==> config.mk <==
export PLATFORM = sky130hd
export DESIGN_NAME = cruise_ctrl_gen2
export DESIGN_NICKNAME = d
export VERILOG_FILES = /design/src/rtl/cruise_pkg.sv /design/src/rtl/cruise_hold_timer.sv /design/src/rtl/cruise_ctrl_gen2.sv
export SDC_FILE = /design/constraint.sdc
export NUM_CORES = 1
export LEC_CHECK = 0
export CAP_MARGIN = 20
export CORE_MARGIN = 2
export CORE_UTILIZATION = 46
export CTS_BUF_LIST = sky130_fd_sc_hd__clkbuf_8
export DETAILED_ROUTE_END_ITERATION = 6
export PLACE_DENSITY = 0.68
export SLEW_MARGIN = 5
export SYNTH_ARGS = -nofsm -noshare
export SYNTH_HDL_FRONTEND = slang
export SYNTH_SLANG_ARGS = --single-unit
==> constraint.sdc <==
create_clock -name clk -period 9.55 [get_ports clk]
set_clock_uncertainty 0.05 [all_clocks]
set_input_delay 2.3875 -clock clk [delete_from_list [all_inputs] [get_ports clk]]
set_output_delay 2.3875 -clock clk [all_outputs]
set_load 0.02 [all_outputs]
==> src/rtl/cruise_pkg.sv <==
// Shared definitions for the cruise controller: state codes, hold modes and
// the saturating arithmetic used for speed and cruise-target updates.
package cruise_pkg;

  typedef enum logic [2:0] {
    ST_IDLE   = 3'd0,
    ST_ACCEL  = 3'd1,
    ST_DECEL  = 3'd2,
    ST_CRUISE = 3'd3,
    ST_BRAKE  = 3'd4,
    ST_CANCEL = 3'd5
  } cruise_state_e;

  typedef enum logic [1:0] {
    HOLD_NONE  = 2'd0,
    HOLD_ACC   = 2'd1,
    HOLD_COAST = 2'd2
  } hold_mode_e;

  // Arithmetic is widened to CALC_W so a sum never wraps before it is clamped;
  // SPEED_W must stay well below CALC_W.
  localparam int unsigned CALC_W = 32;

  function automatic logic [CALC_W-1:0] sat_add(input logic [CALC_W-1:0] a,
                                                input logic [CALC_W-1:0] step,
                                                input logic [CALC_W-1:0] ceil);
    logic [CALC_W-1:0] sum;
    sum = a + step;
    return (sum > ceil) ? ceil : sum;
  endfunction

  function automatic logic [CALC_W-1:0] sat_sub(input logic [CALC_W-1:0] a,
                                                input logic [CALC_W-1:0] step,
                                                input logic [CALC_W-1:0] floor);
    return (a < floor + step) ? floor : a - step;
  endfunction

endpackage

==> src/rtl/cruise_hold_timer.sv <==
// Auto-repeat timer for held accel/coast: ticks on the first enabled cycle
// (or the cycle a clear restarts it) and then every HOLD_CYC cycles.
module cruise_hold_timer #(
  parameter int HOLD_CYC = 4
) (
  input  logic clk,
  input  logic reset,
  input  logic clear,
  input  logic enable,
  output logic tick
);

  localparam int CW = (HOLD_CYC > 1) ? $clog2(HOLD_CYC) : 1;
  localparam logic [CW-1:0] LAST = CW'(HOLD_CYC - 1);

  logic [CW-1:0] cnt_r;
  logic [CW-1:0] phase_s;

  assign phase_s = clear ? {CW{1'b0}} : cnt_r;
  assign tick    = enable && (phase_s == {CW{1'b0}});

  // Phase counter: idles at zero whenever the repeat is not running.
  always_ff @(posedge clk) begin
    if (reset) begin
      cnt_r <= {CW{1'b0}};
    end else if (!enable) begin
      cnt_r <= {CW{1'b0}};
    end else if (phase_s == LAST) begin
      cnt_r <= {CW{1'b0}};
    end else begin
      cnt_r <= phase_s + CW'(1'b1);
    end
  end

endmodule

==> src/rtl/cruise_ctrl_gen2.sv <==
// Cruise controller: driver-input FSM with saturating speed model, cruise
// target with auto-repeat adjust, and resume/regulate back to the target.
module cruise_ctrl_gen2
  import cruise_pkg::*;
#(
  parameter int SPEED_W    = 8,
  parameter int MIN_ENGAGE = 46,
  parameter int MAX_SPEED  = 200,
  parameter int ACC_STEP   = 1,
  parameter int BRK_STEP   = 2,
  parameter int COAST_STEP = 1,
  parameter int RAMP_STEP  = 1,
  parameter int HOLD_CYC   = 4
) (
  input  logic               clk,
  input  logic               reset,
  input  logic               throttle,
  input  logic               set,
  input  logic               accel,
  input  logic               coast,
  input  logic               cancel,
  input  logic               resume,
  input  logic               brake,
  output logic [SPEED_W-1:0] speed,
  output logic [SPEED_W-1:0] cruisespeed,
  output logic               cruisectrl,
  output logic [2:0]         state_o
);

  localparam logic [CALC_W-1:0] K_ZERO  = {CALC_W{1'b0}};
  localparam logic [CALC_W-1:0] K_MIN   = CALC_W'(MIN_ENGAGE);
  localparam logic [CALC_W-1:0] K_MAX   = CALC_W'(MAX_SPEED);
  localparam logic [CALC_W-1:0] K_ACC   = CALC_W'(ACC_STEP);
  localparam logic [CALC_W-1:0] K_BRK   = CALC_W'(BRK_STEP);
  localparam logic [CALC_W-1:0] K_COAST = CALC_W'(COAST_STEP);
  localparam logic [CALC_W-1:0] K_RAMP  = CALC_W'(RAMP_STEP);

  cruise_state_e      state_r, state_n;
  logic [SPEED_W-1:0] speed_r, cruisespeed_r, spd_n, cs_n;
  logic               cruisectrl_r;
  hold_mode_e         mode_r, mode_s;

  logic [CALC_W-1:0]  spd_w_s, cs_w_s;
  logic [SPEED_W-1:0] spd_up_s, spd_coast_s, spd_brk_s, spd_ramp_s;
  logic [SPEED_W-1:0] cs_acc_s, cs_coast_s, spd_acc_hold_s, spd_coast_hold_s;
  logic               engage_ok_s, zero_s, tick_s, hold_en_s, hold_clr_s;

  assign speed       = speed_r;
  assign cruisespeed = cruisespeed_r;
  assign cruisectrl  = cruisectrl_r;
  assign state_o     = state_r;

  // Accel wins over coast; a change of held direction restarts the repeat.
  assign mode_s     = (state_r == ST_CRUISE && !brake && !cancel) ?
                      (accel ? HOLD_ACC : (coast ? HOLD_COAST : HOLD_NONE)) : HOLD_NONE;
  assign hold_en_s  = (mode_s != HOLD_NONE);
  assign hold_clr_s = (state_r != ST_CRUISE) || (!accel && !coast) || (mode_s != mode_r);

  cruise_hold_timer #(.HOLD_CYC(HOLD_CYC)) u_hold (
    .clk    (clk),
    .reset  (reset),
    .clear  (hold_clr_s),
    .enable (hold_en_s),
    .tick   (tick_s)
  );

  assign spd_w_s     = CALC_W'(speed_r);
  assign cs_w_s      = CALC_W'(cruisespeed_r);
  assign engage_ok_s = (spd_w_s >= K_MIN);
  assign zero_s      = (speed_r == {SPEED_W{1'b0}});

  assign spd_up_s    = SPEED_W'(sat_add(spd_w_s, K_ACC, K_MAX));
  assign spd_coast_s = SPEED_W'(sat_sub(spd_w_s, K_COAST, K_ZERO));
  assign spd_brk_s   = SPEED_W'(sat_sub(spd_w_s, K_BRK, K_ZERO));
  assign cs_acc_s    = tick_s ? SPEED_W'(sat_add(cs_w_s, K_ACC, K_MAX)) : cruisespeed_r;
  assign cs_coast_s  = tick_s ? SPEED_W'(sat_sub(cs_w_s, K_COAST, K_MIN)) : cruisespeed_r;
  // While adjusting, speed follows the (possibly updated) target and is clamped to it.
  assign spd_acc_hold_s   = SPEED_W'(sat_add(spd_w_s, K_ACC, CALC_W'(cs_acc_s)));
  assign spd_coast_hold_s = SPEED_W'(sat_sub(spd_w_s, K_COAST, CALC_W'(cs_coast_s)));
  assign spd_ramp_s  = (speed_r < cruisespeed_r) ?
                       SPEED_W'(sat_add(spd_w_s, K_RAMP, cs_w_s)) :
                       SPEED_W'(sat_sub(spd_w_s, K_RAMP, cs_w_s));

  // Next-state and next-output decode.
  always_comb begin
    state_n = state_r;
    spd_n   = speed_r;
    cs_n    = cruisespeed_r;
    case (state_r)
      ST_IDLE: begin
        if (throttle) begin
          state_n = ST_ACCEL;
          spd_n   = spd_up_s;
        end else begin
          state_n = ST_IDLE;
        end
      end
      ST_ACCEL: begin
        if (set && throttle && engage_ok_s) begin
          state_n = ST_CRUISE;
          cs_n    = speed_r;
          spd_n   = spd_up_s;
        end else if (throttle) begin
          spd_n = spd_up_s;
        end else begin
          state_n = ST_DECEL;
          spd_n   = spd_coast_s;
        end
      end
      ST_DECEL: begin
        if (throttle) begin
          state_n = ST_ACCEL;
          spd_n   = spd_up_s;
        end else if (!zero_s) begin
          spd_n = spd_coast_s;
        end else begin
          state_n = ST_IDLE;
        end
      end
      ST_CRUISE: begin
        if (brake) begin
          state_n = ST_BRAKE;
          spd_n   = spd_brk_s;
        end else if (cancel) begin
          state_n = ST_CANCEL;
          spd_n   = spd_coast_s;
        end else if (accel) begin
          cs_n  = cs_acc_s;
          spd_n = spd_acc_hold_s;
        end else if (coast) begin
          cs_n  = cs_coast_s;
          spd_n = spd_coast_hold_s;
        end else if (throttle) begin
          spd_n = spd_up_s;
        end else begin
          spd_n = spd_ramp_s;
        end
      end
      ST_BRAKE: begin
        if (zero_s && !resume) begin
          state_n = ST_IDLE;
        end else if (brake) begin
          spd_n = spd_brk_s;
        end else if (resume && engage_ok_s) begin
          state_n = ST_CRUISE;
        end else begin
          spd_n = spd_coast_s;
        end
      end
      ST_CANCEL: begin
        if (zero_s && !resume) begin
          state_n = ST_IDLE;
        end else if (resume && engage_ok_s && !brake) begin
          state_n = ST_CRUISE;
        end else if (brake) begin
          state_n = ST_BRAKE;
          spd_n   = spd_brk_s;
        end else begin
          spd_n = spd_coast_s;
        end
      end
      default: begin
        state_n = ST_IDLE;
      end
    endcase
  end

  // State and output registers.
  always_ff @(posedge clk) begin
    if (reset) begin
      state_r       <= ST_IDLE;
      speed_r       <= {SPEED_W{1'b0}};
      cruisespeed_r <= {SPEED_W{1'b0}};
      cruisectrl_r  <= 1'b0;
      mode_r        <= HOLD_NONE;
    end else begin
      state_r       <= state_n;
      speed_r       <= spd_n;
      cruisespeed_r <= cs_n;
      cruisectrl_r  <= (state_n == ST_CRUISE);
      mode_r        <= mode_s;
    end
  end

endmodule

Word-level counts from Yosys, hierarchy flattened
Index checks and enable logic that the tools add are counted.
Operators by class
  $add $sub $neg: 7
  $lt $le $gt $ge: 11
  equality and inequality tests: 19
  mux-type cells: 53
  bitwise logic cells: 1
  reduce and logical (&&, ||, !) cells: 25
Operators by type and width (count)
  $mux W8: 33
  $pmux W8 S6: 1
  $mux W3: 12
  $add A8 B1 Y9 const B: 3
  $gt A9 B8 Y1: 2
  $gt A9 B8 Y1 const B: 2
  $lt A8 B9 Y1: 2
  $pmux W3 S6: 1
  $pmux W8 S2: 1
  $sub A8 B1 Y8 const B: 2
  $ne A2 B2 Y1 const B: 7
  $eq A3 B2 Y1 const B: 3
  $logic_and A1 B1 Y1: 9
  $ne A3 B3 Y1 const B: 3
  $ge A8 B6 Y1 const B: 1
  $logic_not A8 Y1: 1
  $lt A8 B1 Y1 const B: 1
  $lt A8 B2 Y1 const B: 1
  $lt A8 B6 Y1 const B: 1
  $lt A8 B8 Y1: 1
  $mux W2: 4
  $sub A8 B2 Y8 const B: 1
  $reduce_and A7 Y1: 1
  $eq A3 B3 Y1 const B: 2
  15 further kinds: 21
Storage, ports and cells
  register bits: 24
  input bits: 9
  output and inout bits: 20
  logic and storage cells: 122

Depth between registers and ports, before layout
  word-level depth: 18
  depth in mapped cells: 28
  gate-level depth less buffers: 26

Modules after synthesis
Synthesis repeated with hierarchy kept, for this count alone.
Second synthesis, totals
  cell total of the unflattened synthesis: 695
  area total of the unflattened synthesis: 4997.3 sq um
By module, submodules not included
  cruise_ctrl_gen2: times used 1, cells an instance 685, area each 4885.9 sq um, sequential area each 440.4 sq um
  cruise_hold_timer: times used 1, cells an instance 10, area each 111.4 sq um, sequential area each 40.0 sq um

Least setup slack after synthesis
Ideal clock, no wire load.
  path kind: input to register
  start: input cancel
  end: register speed_r[3] (netlist: speed[3])
  library setup time: 0.121 ns
  data arrival time: 6.807 ns
  required time: 9.379 ns
  setup slack: 2.572 ns
  stages: 28
  buffers on the path: 2
  path through: clkbuf_1 > nor2_4 > nor3b_1 > a21oi_1 > nor2_1 > a21oi_1 > nor2_1 > and2_1 > inv_1 > ha_1 > nand4_1 > clkbuf_1 > nand2_1 > o21ai_0 > ha_1 > inv_1 > a311oi_2 > nand2_1 > nor2_1 > xnor2_1 > ha_1 > a2111oi_0 > o21ai_0 > a21oi_1 > a311oi_4 > mux2_1 > o2111ai_1 > o21ai_1
On the way
  word-level cells in the longest chain between the ends: 17
  elaborated cells between the ends (all ways): 21
  those cells by class: 1 x add/sub; 2 x order compare; 1 x eq/ne; 11 x mux; 6 x reduce/logical
RTL lines
  start: declaration: line cruise_ctrl_gen2.sv:21  | input logic cancel,
  $logic_not A1 Y1: line cruise_ctrl_gen2.sv:54  | assign mode_s = (state_r == ST_CRUISE && !brake && !cancel) ?
  $logic_and A1 B1 Y1: line cruise_ctrl_gen2.sv:54
  $mux W2: line cruise_ctrl_gen2.sv:54
  $ne A2 B2 Y1: line cruise_ctrl_gen2.sv:57  | assign hold_clr_s = (state_r != ST_CRUISE) || (!accel && !coast) || (mode_s != mode_r);
  $logic_or A1 B1 Y1: line cruise_ctrl_gen2.sv:57
  $mux W2: line cruise_hold_timer.sv:19  | assign phase_s = clear ? {CW{1'b0}} : cnt_r;
  $logic_not A2 Y1: line cruise_hold_timer.sv:20  | assign tick = enable && (phase_s == {CW{1'b0}});
  $logic_and A1 B1 Y1: line cruise_hold_timer.sv:20
  $mux W8: line cruise_ctrl_gen2.sv:76  | assign cs_coast_s = tick_s ? SPEED_W'(sat_sub(cs_w_s, K_COAST, K_MIN)) : cruisespeed_r;
  $add A8 B1 Y9: line cruise_pkg.sv:35  | return (a < floor + step) ? floor : a - step;
  $lt A8 B9 Y1: line cruise_pkg.sv:35
  $mux W8: line cruise_pkg.sv:35
  $mux W8: line cruise_ctrl_gen2.sv:130  | end else if (coast) begin
  $mux W8: line cruise_ctrl_gen2.sv:127  | end else if (accel) begin
  $mux W8 *: line cruise_ctrl_gen2.sv:124  | end else if (cancel) begin
  $mux W8 *: line cruise_ctrl_gen2.sv:121  | if (brake) begin
  $pmux W8 S6 *: line cruise_ctrl_gen2.sv:89  | case (state_r)
  end signal: assignment: line cruise_ctrl_gen2.sv:172  | speed_r <= {SPEED_W{1'b0}};
  end signal: assignment: line cruise_ctrl_gen2.sv:178  | speed_r <= spd_n;
  end: declaration: line cruise_ctrl_gen2.sv:39  | logic [SPEED_W-1:0] speed_r, cruisespeed_r, spd_n, cs_n;
Mark *: on every way between the ends. The rest lies on a longest branch, timed or not.
A chain may end at the register's enable or synchronous reset.

Worst setup path in the final report
  start: input cancel
  end: register speed_r[2] (netlist: speed[2])
The elaborated chain is that of the path after synthesis.

==> summary.md <==
| Metric | Value |
|---|---|
| DP Wirelength | 15620 µm |
| Post-synthesis net count | 798 |
| Data arrival, critical path | 8.25 ns |
| Count of endpoints failing setup in the final report | 0 |
| Cell area after synthesis | 5022 µm² |
| Type of element capturing the critical path | register |
| Syn avg cell area | 6.815 µm² |
| Floorplan Core Area | ~11000 µm² |
| Post-CTS Setup Bufs | 0 |
| Initial antenna violation count | 0 |
| Most numerous cell types in the synthesized netlist | nand2_1 (69), nor2_1 (66), o21ai_0 (61) |
| Final Non-Filler Cells | about 870 |
| Final ANT Viol Nets | 0 |
| Switch share | 0.5328 |
| Critical Path Source Type | input pin |
| Largest area contributor in the netlist | ha_1 |
| Number of storage elements in the synthesis netlist | 24 |
| TritonCTS Sinks | 24 |
| Worst R2R End | speed[2] |
| Peak supply drop | 0.00007143 V |
| Part of the total power dissipated in sequential elements | 0.193 |
| Fill count | approximately 1100 |
| Sequential share of the synthesized area | 0.09567 |
| Power, Total | 612.9 µW |
| Die W | 108.5 µm |
| Die Footprint | 11770 µm² |
| Final Routed Wirelength | 21340 µm |
| Worst-case headroom to the max-slew limit | 0.2879 |
| Worst slack on hold paths | 0.5458 ns |
| Htree depth | 1 |
| P&R area growth vs syn | 7.524% |
| IO buf count | 28 |
| Number of placed cells counting well taps | 869 |
| Antenna Diode Count | 0 |
| RSZ-0062 raised after global routing | no |
| Largest net degree at the start of global routing | 27 |
| Sequential cell area | a little under 500 µm² |
| Sw power | between 300 and 400 µW |
| Most instantiated flip-flop cell in the synthesis netlist | dfxtp_1 |
| Std-Cell Rows | 38 |
| Via Count | slightly above 6000 |
| Maximum fanout count along the critical path | 17 |
| Static leakage power | ~0.002 µW |
| Reg-to-reg startpoint | state_o[0] |
| I/O pin cnt | 29 |
| Worst Setup SP | cancel |
| Clock transition time at the flip-flop clock pins of the worst setup and hold paths | approximately 0.090 ns |
| # hold bufs at CTS | 0 |
| Final total negative setup slack | 0 ns |
| GPL Wtd Cong | 1.003 |
| Clock root cell | clkbuf_8 |
| Cts bufs inserted | 3 |
| Final critical-path required period | 8.176 ns |
| Layout net count | about 800 |
| Fraction of final layout cells with drive strength greater than 1 | 0.06011 |
| Share of the clock period used by the worst path | 0.8562 |
| TritonCTS clock tree | built |
| Total global-route track usage | 0.3661 |
| Share of the core filled with cells in the final layout | 0.5026 |
| Most area-consuming cells after synthesis | ha_1 (13%), dfxtp_1 (9.6%), o21ai_0 (6.1%), a21oi_1 (5.4%), nand2_1 (5.2%) |
| Max Clk Rate | 122.3 MHz |
| Clock insertion delay at the later pin of the skew report | 0.28 ns |
| Number of warnings reported in the yosys synthesis log | 0 |
| Vias per cell | 6.929 |
| Total count of hold-check failures in the final report | 0 |
| Effective utilization at floorplan | 0.4674 |
| Share of total power in combinational logic | 0.695 |
| Worst slew pin tran | 1.065 ns |
| Detailed Route Iter0 Violations | 824 |
| Async SR Flop Fraction | 0 |
| Post-synthesis cell count | roughly 740 |
| Most repeated cell in the gate-level netlist after synthesis | nand2_1 |
| Worst min-delay path category | reg -> reg |
| Vert. Die Dim | 108.5 µm |
| Final routed wire length divided by cell count | 24.47 µm |
| Req. time, crit path | 9.62 ns |
| Depth of the worst register-to-register path | 24 |
| Final Max Tran Viols | 0 |
| Count of cell types in the netlist | 86 |
| Area of the multi-input gates | 4179 µm² |
| Setup slack, reg-to-reg | 3.35 ns |
| Initial DRT Pass Iterations | 6 |
| Outcome | complete, no violations |
| Area share of the leading cell type in the synthesized netlist | 0.1295 |
| Internal power | 286.3 µW |
| Critical path start-end classification | in -> reg |
| Largest buffer count on any clock path | 2 |
| Total global routing overflow | 0 |
| Clock group share of total power | 0.111 |
| Number of global-route vias before repair | 5732 |
| Number of gates resized after CTS | 0 |
| Pwr Density | 113.5 nW/µm² |
| Max Cap Viol | 0 |
| Remaining design rule violation count | 0 |
| Count of flip-flops with a built-in enable after synthesis | 0 |
| Critical Path Sink | speed[2] |
| Global-route wire length before repair | 32860 µm |
critical path, stage by stage:
cell             delay [ns]
clkdlybuf4s50_1        0.67
nor2_4                 0.30
xnor2_1                0.09
a21oi_1                0.17
nor2_1                 0.06
a21oi_1                0.13
nor2_1                 0.07
and2_1                 0.21
inv_1                  0.06
ha_1                   0.16
nand4_1                0.66
a2111oi_0              0.62
a31o_2                 0.23
nand4_1                0.19
a211oi_1               0.25
a21o_1                 0.11
a32oi_1                0.05
ha_1                   0.24
a2111oi_0              0.40
o21ai_0                0.16
a21oi_1                0.26
o21ai_0                0.25
o221a_2                0.32
o2111ai_1              0.08
o211ai_1               0.12
cell usage in the layout (no fill, tap or decap), drive strengths merged, types with 8 or more instances in the layout:
| cell | count |
|---|---|
| or2 | 8 |
| o21ai | 64 |
| nand2 | 70 |
| and2 | 10 |
| ha | 52 |
| nor3 | 23 |
| inv | 30 |
| nor2 | 67 |
| a211oi | 12 |
| nand4 | 13 |
| or3 | 10 |
| nand3 | 25 |
| clkdlybuf4s50 | 28 |
| nor2b | 10 |
| buf | 16 |
| mux2i | 11 |
| o31ai | 9 |
| dfxtp | 24 |
| nor4 | 8 |
| xnor2 | 18 |
| a31oi | 17 |
| o211ai | 16 |
| nand2b | 8 |
| xor2 | 8 |
| a21oi | 55 |
cell families (layout without fill, tap and decap cells):
family,count (synthesis),count (layout),share of synthesized area
buf+inv,85,80,0.07225
flops,24,24,0.09567
compound gates,258,258,0.3460
simple gates,276,276,0.2780
mux,16,16,0.03313
xor+xnor,26,26,0.04534
fa+ha+maj,52,52,0.1295
layer usage:
metal | GRT usage | vias up | routed length [µm]
met5 | 0 | - | 0
met2 | 0.6013 | 395 | 9779
met4 | 0.1685 | 0 | 1059
li1 | - | 2761 | -
met3 | 0.06209 | 79 | 2082
met1 | 0.4658 | 2807 | 8420
per-stage QoR:
stage	worst slack, ns	area, µm²
2_1_floorplan	2.572	5022
3_5_place_dp	1.273	5359
6_report	1.374	5400
4_1_cts	1.548	5400
3_3_place_gp	1.382	5359
5_1_grt	1.014	5400
how the worst min path moves through the flow:
stage                                from               to  cells after the start
final                     u_hold.cnt_r[0]  u_hold.cnt_r[0]                      2
after global routing      u_hold.cnt_r[0]  u_hold.cnt_r[0]                      2
after CTS                 u_hold.cnt_r[0]  u_hold.cnt_r[0]                      2
after detailed placement  u_hold.cnt_r[0]  u_hold.cnt_r[0]                      2
after global placement    u_hold.cnt_r[0]  u_hold.cnt_r[0]                      2
after floorplan           u_hold.cnt_r[0]  u_hold.cnt_r[0]                      2
registers in the layout, summed over array words and instances, names as in the netlist:
name          count
cruisectrl        1
cruisespeed       8
mode_r            2
speed             8
state_o           3
u_hold.cnt_r      2
final cells by class:
type,instances,share of cell area
clock buffers,3,0.007646
inverters,33,0.02294
flip-flops and latches,24,0.08897
multi-input cells,628,0.7739
repair buffers,44,0.07414
well taps,140,0.03244
power groups by stage:
stage	Combinational, µW	Clock, µW	Sequential [µW]
6_report	426	68.3	118
5_1_grt	461	70.6	119
4_1_cts	413	67.2	118
3_5_place_dp	411	0	120
3_3_place_gp	407	0	120
2_1_floorplan	290	0	121
Power figures use the tool's default switching activity.
